<file path="config.mk">
export PLATFORM = sky130hd
export DESIGN_NAME = kbd_scan_ctrl
export DESIGN_NICKNAME = d
export VERILOG_FILES = /design/src/rtl/kbd_scan_ctrl.sv
export SDC_FILE = /design/constraint.sdc
export NUM_CORES = 1
export LEC_CHECK = 0
export CAP_MARGIN = 5
export CORE_MARGIN = 5
export CORE_UTILIZATION = 45
export CTS_CLUSTER_DIAMETER = 80
export DETAILED_ROUTE_END_ITERATION = 16
export GPL_TIMING_DRIVEN = 1
export HOLD_SLACK_MARGIN = 0.05
export PLACE_DENSITY = 0.66
export REMOVE_ABC_BUFFERS = 1
export SKIP_LAST_GASP = 1
export SYNTH_ARGS = -nofsm -noshare
export SYNTH_HDL_FRONTEND = slang
export SYNTH_SLANG_ARGS = --single-unit
</file>
<file path="constraint.sdc">
create_clock -name clk -period 3.5 [get_ports clk]
set_clock_uncertainty 0.1 [all_clocks]
set_input_delay 0.7 -clock clk [delete_from_list [all_inputs] [get_ports clk]]
set_output_delay 0.7 -clock clk [all_outputs]
set_load 0.05 [all_outputs]
</file>
<file path="src/rtl/kbd_scan_ctrl.sv">
// PS/2 scan-byte sequencer: make/break event FIFO, held-key display gating and a BCD press counter.
// Optional macro TYPEMATIC_FILTER_EN suppresses repeated makes of the currently held key.
module kbd_scan_ctrl #(
    parameter int FIFO_DEPTH = 4,
    parameter int PTR_W      = 2
) (
    input  logic       clk,
    input  logic       resetn,
    input  logic       rx_valid,
    input  logic [7:0] rx_data,
    input  logic       rx_overflow,
    output logic       ev_valid,
    input  logic       ev_ready,
    output logic [7:0] ev_code,
    output logic       ev_ext,
    output logic       ev_make,
    output logic       ev_drop,
    output logic       disp_en,
    output logic [7:0] disp_code,
    output logic [7:0] press_cnt
);

    typedef enum logic [1:0] {
        ST_IDLE    = 2'd0,
        ST_BRK     = 2'd1,
        ST_EXT     = 2'd2,
        ST_EXT_BRK = 2'd3
    } state_t;

    localparam logic [7:0] B_BRK = 8'hF0;
    localparam logic [7:0] B_EXT = 8'hE0;

    // Keyboard status/ack bytes that never form part of a key sequence.
    function automatic logic is_status(input logic [7:0] b);
        logic r;
        case (b)
            8'hFA, 8'hAA, 8'hEE, 8'h00, 8'hFF: r = 1'b1;
            default:                           r = 1'b0;
        endcase
        return r;
    endfunction

    function automatic logic [7:0] bcd_inc(input logic [7:0] v);
        logic [3:0] ones;
        logic [3:0] tens;
        ones = v[3:0];
        tens = v[7:4];
        if (ones == 4'd9) begin
            ones = 4'd0;
            if (tens == 4'd9) begin
                tens = 4'd0;
            end else begin
                tens = tens + 4'd1;
            end
        end else begin
            ones = ones + 4'd1;
        end
        return {tens, ones};
    endfunction

    state_t state_q, state_d;

    logic       ev_gen_s;
    logic       ev_mk_s;
    logic       ev_ext_s;
    logic       typematic_s;
    logic       make_acc_s;
    logic       brk_match_s;
    logic       push_req_s;

    logic       held_vld_q, held_vld_d;
    logic [8:0] held_q, held_d;
    logic       disp_en_q, disp_en_d;
    logic [7:0] disp_code_q, disp_code_d;
    logic [7:0] press_cnt_q, press_cnt_d;

    logic [9:0]       mem_q [FIFO_DEPTH];
    logic [PTR_W-1:0] wr_ptr_q, wr_ptr_d;
    logic [PTR_W-1:0] rd_ptr_q, rd_ptr_d;
    logic [PTR_W:0]   cnt_q, cnt_d;
    logic [PTR_W:0]   cnt_after_pop_s;
    logic             full_s;
    logic             pop_s;
    logic             push_s;
    logic             drop_s;
    logic [9:0]       new_entry_s;
    logic [9:0]       head_q, head_d;
    logic             ev_valid_q, ev_valid_d;
    logic             ev_drop_q, ev_drop_d;

    // Sequencer state register.
    always_ff @(posedge clk or negedge resetn) begin
        if (!resetn) begin
            state_q <= ST_IDLE;
        end else begin
            state_q <= state_d;
        end
    end

    // Sequencer next state; an overflow always aborts back to IDLE.
    always_comb begin
        state_d = state_q;
        if (rx_overflow) begin
            state_d = ST_IDLE;
        end else if (rx_valid) begin
            case (state_q)
                ST_IDLE: begin
                    if (rx_data == B_BRK) begin
                        state_d = ST_BRK;
                    end else if (rx_data == B_EXT) begin
                        state_d = ST_EXT;
                    end else begin
                        state_d = ST_IDLE;
                    end
                end
                ST_EXT: begin
                    if (rx_data == B_BRK) begin
                        state_d = ST_EXT_BRK;
                    end else if (rx_data == B_EXT) begin
                        state_d = ST_EXT;
                    end else begin
                        state_d = ST_IDLE;
                    end
                end
                ST_BRK, ST_EXT_BRK: state_d = ST_IDLE;
                default:            state_d = ST_IDLE;
            endcase
        end else begin
            state_d = state_q;
        end
    end

    // Sequencer outputs: which byte completes a make or break event.
    always_comb begin
        ev_gen_s = 1'b0;
        ev_mk_s  = 1'b0;
        ev_ext_s = 1'b0;
        if (rx_valid && !rx_overflow) begin
            case (state_q)
                ST_IDLE: begin
                    if ((rx_data != B_BRK) && (rx_data != B_EXT) && !is_status(rx_data)) begin
                        ev_gen_s = 1'b1;
                        ev_mk_s  = 1'b1;
                    end else begin
                        ev_gen_s = 1'b0;
                    end
                end
                ST_BRK: begin
                    ev_gen_s = (rx_data != B_BRK) && (rx_data != B_EXT);
                end
                ST_EXT: begin
                    ev_gen_s = (rx_data != B_BRK) && (rx_data != B_EXT);
                    ev_mk_s  = 1'b1;
                    ev_ext_s = 1'b1;
                end
                ST_EXT_BRK: begin
                    ev_gen_s = (rx_data != B_BRK) && (rx_data != B_EXT);
                    ev_ext_s = 1'b1;
                end
                default: ev_gen_s = 1'b0;
            endcase
        end else begin
            ev_gen_s = 1'b0;
        end
    end

`ifdef TYPEMATIC_FILTER_EN
    assign typematic_s = ev_mk_s && held_vld_q && (held_q == {ev_ext_s, rx_data});
`else
    assign typematic_s = 1'b0;
`endif

    assign make_acc_s  = ev_gen_s && ev_mk_s && !typematic_s;
    assign brk_match_s = ev_gen_s && !ev_mk_s && held_vld_q && (held_q == {ev_ext_s, rx_data});
    assign push_req_s  = make_acc_s || (ev_gen_s && !ev_mk_s);

    // Held-key tracking, display and press counter next state.
    always_comb begin
        held_vld_d  = held_vld_q;
        held_d      = held_q;
        disp_en_d   = disp_en_q;
        disp_code_d = disp_code_q;
        press_cnt_d = press_cnt_q;
        if (make_acc_s) begin
            held_vld_d  = 1'b1;
            held_d      = {ev_ext_s, rx_data};
            disp_en_d   = 1'b1;
            disp_code_d = rx_data;
            press_cnt_d = bcd_inc(press_cnt_q);
        end else if (brk_match_s) begin
            held_vld_d = 1'b0;
            disp_en_d  = 1'b0;
        end else begin
            held_vld_d = held_vld_q;
        end
    end

    // Held-key and display registers.
    always_ff @(posedge clk or negedge resetn) begin
        if (!resetn) begin
            held_vld_q  <= 1'b0;
            held_q      <= 9'd0;
            disp_en_q   <= 1'b0;
            disp_code_q <= 8'd0;
            press_cnt_q <= 8'h00;
        end else begin
            held_vld_q  <= held_vld_d;
            held_q      <= held_d;
            disp_en_q   <= disp_en_d;
            disp_code_q <= disp_code_d;
            press_cnt_q <= press_cnt_d;
        end
    end

    assign full_s      = (cnt_q == (PTR_W+1)'(FIFO_DEPTH));
    assign pop_s       = ev_valid_q && ev_ready;
    assign push_s      = push_req_s && (!full_s || pop_s);
    assign drop_s      = push_req_s && full_s && !pop_s;
    assign new_entry_s = {ev_ext_s, ev_mk_s, rx_data};

    // FIFO pointers, occupancy and the fall-through head for the registered outputs.
    always_comb begin
        wr_ptr_d        = push_s ? (wr_ptr_q + PTR_W'(1)) : wr_ptr_q;
        rd_ptr_d        = pop_s ? (rd_ptr_q + PTR_W'(1)) : rd_ptr_q;
        cnt_after_pop_s = cnt_q - (PTR_W+1)'(pop_s);
        cnt_d           = cnt_after_pop_s + (PTR_W+1)'(push_s);
        ev_valid_d      = (cnt_d != (PTR_W+1)'(0));
        ev_drop_d       = drop_s;
        // A push into an otherwise empty FIFO lands directly on the head.
        if (push_s && (cnt_after_pop_s == (PTR_W+1)'(0))) begin
            head_d = new_entry_s;
        end else begin
            head_d = mem_q[rd_ptr_d];
        end
    end

    // FIFO storage and registered head outputs.
    always_ff @(posedge clk or negedge resetn) begin
        if (!resetn) begin
            for (int i = 0; i < FIFO_DEPTH; i++) begin
                mem_q[i] <= 10'd0;
            end
            wr_ptr_q   <= '0;
            rd_ptr_q   <= '0;
            cnt_q      <= '0;
            head_q     <= 10'd0;
            ev_valid_q <= 1'b0;
            ev_drop_q  <= 1'b0;
        end else begin
            if (push_s) begin
                mem_q[wr_ptr_q] <= new_entry_s;
            end
            wr_ptr_q   <= wr_ptr_d;
            rd_ptr_q   <= rd_ptr_d;
            cnt_q      <= cnt_d;
            head_q     <= head_d;
            ev_valid_q <= ev_valid_d;
            ev_drop_q  <= ev_drop_d;
        end
    end

    assign ev_valid  = ev_valid_q;
    assign ev_ext    = head_q[9];
    assign ev_make   = head_q[8];
    assign ev_code   = head_q[7:0];
    assign ev_drop   = ev_drop_q;
    assign disp_en   = disp_en_q;
    assign disp_code = disp_code_q;
    assign press_cnt = press_cnt_q;

endmodule
</file>
==> summary.txt <==
Run status
  • Status: finished, final reports clean

Timing
  • Hold Fails Final Rpt: 0
  • Final setup violation count: 0
  • TNS Setup: 0 ps
  • Pins Over Slew Limit: 0
  • FMAX: 322 MHz
  • Min Tclk post-route: 3100 ps
  • Final period util: 88.6%
  • Final hold slack: 389 ps
  • Worst Tran Pin Value: 1090 ps
  • RSZ-0062 raised after global routing: false
  • Slew HR: 27.1%

CTS
  • TritonCTS clock tree: built
  • CTS root buf: clkbuf_8
  • Post-cts resize count: 0
  • Later-pin clock latency in the skew report: 350 ps
  • CTS sink cnt: 79
  • Clock Path Buffers: 2
  • Clock slew at reported path FFs: 80 ps
  • H-tree Lvls: 3
  • Setup Fix Bufs, Post-CTS: 0
  • Hold buffer count at cts: 0
  • Cts bufs inserted: 9

Logic synthesis
  • Synth Warn #: 0
  • Top cell type by total area after synthesis: dfrtp_1
  • Synthesized area per cell: 14.1 sq um
  • Post-Syn Area: 3930 sq um
  • FFs w/ async S/R, synth: 100%
  • Yosys top cell area share: 50.3%
  • Primary FF master, synth: dfrtp_1
  • Ranking of synthesized cells by area: dfrtp_1, mux2_2, mux4_2, mux2_1, mux2_4
  • Post-synthesis sequential area ratio: 50.3%
  • Synth Register Bits: 79
  • Cell count after synthesis: 279
  • Number of synthesized flops with an enable pin: 0
  • Post-synth cell types: 46

Power and ir drop
  • P_leak: 2.05 nW
  • Power Total: 3.95 mW
  • Worst VDD drop: 0.000419 V
  • PD cells: 840 nW/um^2

Layout
  • Nets@finish: 351
  • Multi-input logic area: 1770 sq um
  • Diode count: 0
  • Share of layout cells above drive strength 1: 31.3%
  • Util after Layout: 54.7%
  • Design Area, Final: 4700 sq um
  • Filler cells: 736
  • Area grow syn2layout: 19.7%
  • Seq. cell area: 1980 sq um

Worst hold path
  • Worst hold path type: register to register

Placed design
  • Port bufs: 41
  • HPWL Detailed: 5120 um
  • Global placement routability congestion: 0.797
  • DP Area: 4490 sq um

Die
  • Die width: 103 um
  • Core area: 8590 sq um
  • Die H: 103 um
  • Die area: 10700 sq um
  • Cell row count: 34
  • I/O pin total: 42
  • Starting density of the core: 45.7%

Routing
  • Routed WL: 7610 um
  • Drt drc: 0
  • Vias: 2314
  • Vias/cell: 5.22
  • WL/cell: 17.2 um
  • DRT antenna net count: 0
  • Drt pass-1 iters: 4
  • DRT iter0 DRCs: 97

Critical path
  • CP Class: primary input to register
  • Worst Path Arrival: 3230 ps
  • Crit-path max FO: 4
  • CP startpoint kind: primary input
  • Cell repeated most along the worst path: ha_1
  • CP max stage cell: or4bb_1
  • Setup crit end kind: register
  • CP Buf/Inv Count: 2
  • Worst path max stage delay: 610 ps
  • Worst path cell trace: clkdlybuf4s50_1 -> or4bb_1 -> nor4_4 -> o31ai_4 -> nand2_1 -> inv_1 -> ha_1 -> ha_1 -> or3_1
  • Critical Path RT: 3620 ps
  • Crit-path leading delay family: simple AND/OR/NAND/NOR gates

Global routing
  • First-pass GRT wire length: 12800 um
  • Total grt overflow: 0
  • Largest net degree at the start of global routing: 80
  • Initial antenna violation count: 0
  • Number of global-route vias before repair: 2420
  • Tot GR Track Use: 16.0%

Run
  • MaxCap Viol Count: 0
routing by layer:
metal / part of all wire (%) / vias up / wire, um / GRT usage [%]
met5: 0 / - / 0 / 0
met4: 0.82 / 0 / 62 / 4.48
met3: 4.9 / 5 / 375 / 5.16
met2: 45 / 48 / 3410 / 23.4
met1: 49 / 1177 / 3760 / 22.9
li1: - / 1084 / - / -
metrics by stage:
stage	std cells	setup WS, ps
5_1_grt	443	288
3_3_place_gp	427	88.5
6_report	443	398
3_5_place_dp	427	35.4
2_1_floorplan	258	508
4_1_cts	443	394
sequential cells by signal (all words and copies together) (netlist names):
register   cells
mem_q         40
head_q        10
held_q         9
press_cnt      8
cnt_q          3
rd_ptr_q       2
state_q        2
wr_ptr_q       2
disp_en        1
ev_drop        1
ev_valid       1
layout by cell type, fill, tap and decap left out, drive strengths merged, types with 2 or more instances in the layout:
cell type and count:
nand4 3, and2 2, nor4 2, nor3 7, nand3 14, clkbuf 11, mux4 10, nand2 5
dfrtp 79, clkdlybuf4s50 40, ha 8, mux2 61, or4 2, inv 15, a21oi 2, nand2b 2
xor2 5, nor2 5, a22o 4, buf 21, xnor2 15, nor2b 6
area by class of cell:
type                            instances  area share, %
Inverter                               13           1.04
Tap cell                              108           2.87
Clock inverter                          5           1.36
Clock buffer                           11           3.22
Timing Repair Buffer                   61           11.9
Sequential cell                        79           42.1
Multi-Input combinational cell        166           37.6
logic make-up after synthesis:
family	after synthesis	synth area share (%)
buf+inv	34	4.68
xor+xnor	20	4.65
simple gates	54	10.6
mux	71	24.2
compound gates	13	2.96
flops	79	50.3
fa+ha+maj	8	2.55
synthesized netlist by cell type (6+ instances only):
master	number
xnor2_1	15
inv_1	13
ha_1	8
buf_4	9
mux2_4	10
nor2b_1	6
mux4_2	10
buf_2	6
mux2_2	35
dfrtp_1	79
nand3_1	9
nor3_1	6
mux2_1	16
where the power goes:
part           internal [mW]  switching (mW)
clock network          0.375           0.351
logic                  0.871           0.862
registers               1.28           0.213
path summary, 6_finish.rpt:
kind	from	end	slack [ps]	cells after the start
worst max register to register	state_q[1]	ev_valid	1090	7
min in group asynchronous	resetn	mem_q[8]	410	1
worst min-delay path	disp_en	disp_en	390	1
worst min register to register	disp_en	disp_en	390	1
worst max-delay path	rx_data[0]	ev_valid	400	9
max in group asynchronous	resetn	wr_ptr_q[1]	2240	1
(Power assumes the default switching activity.)
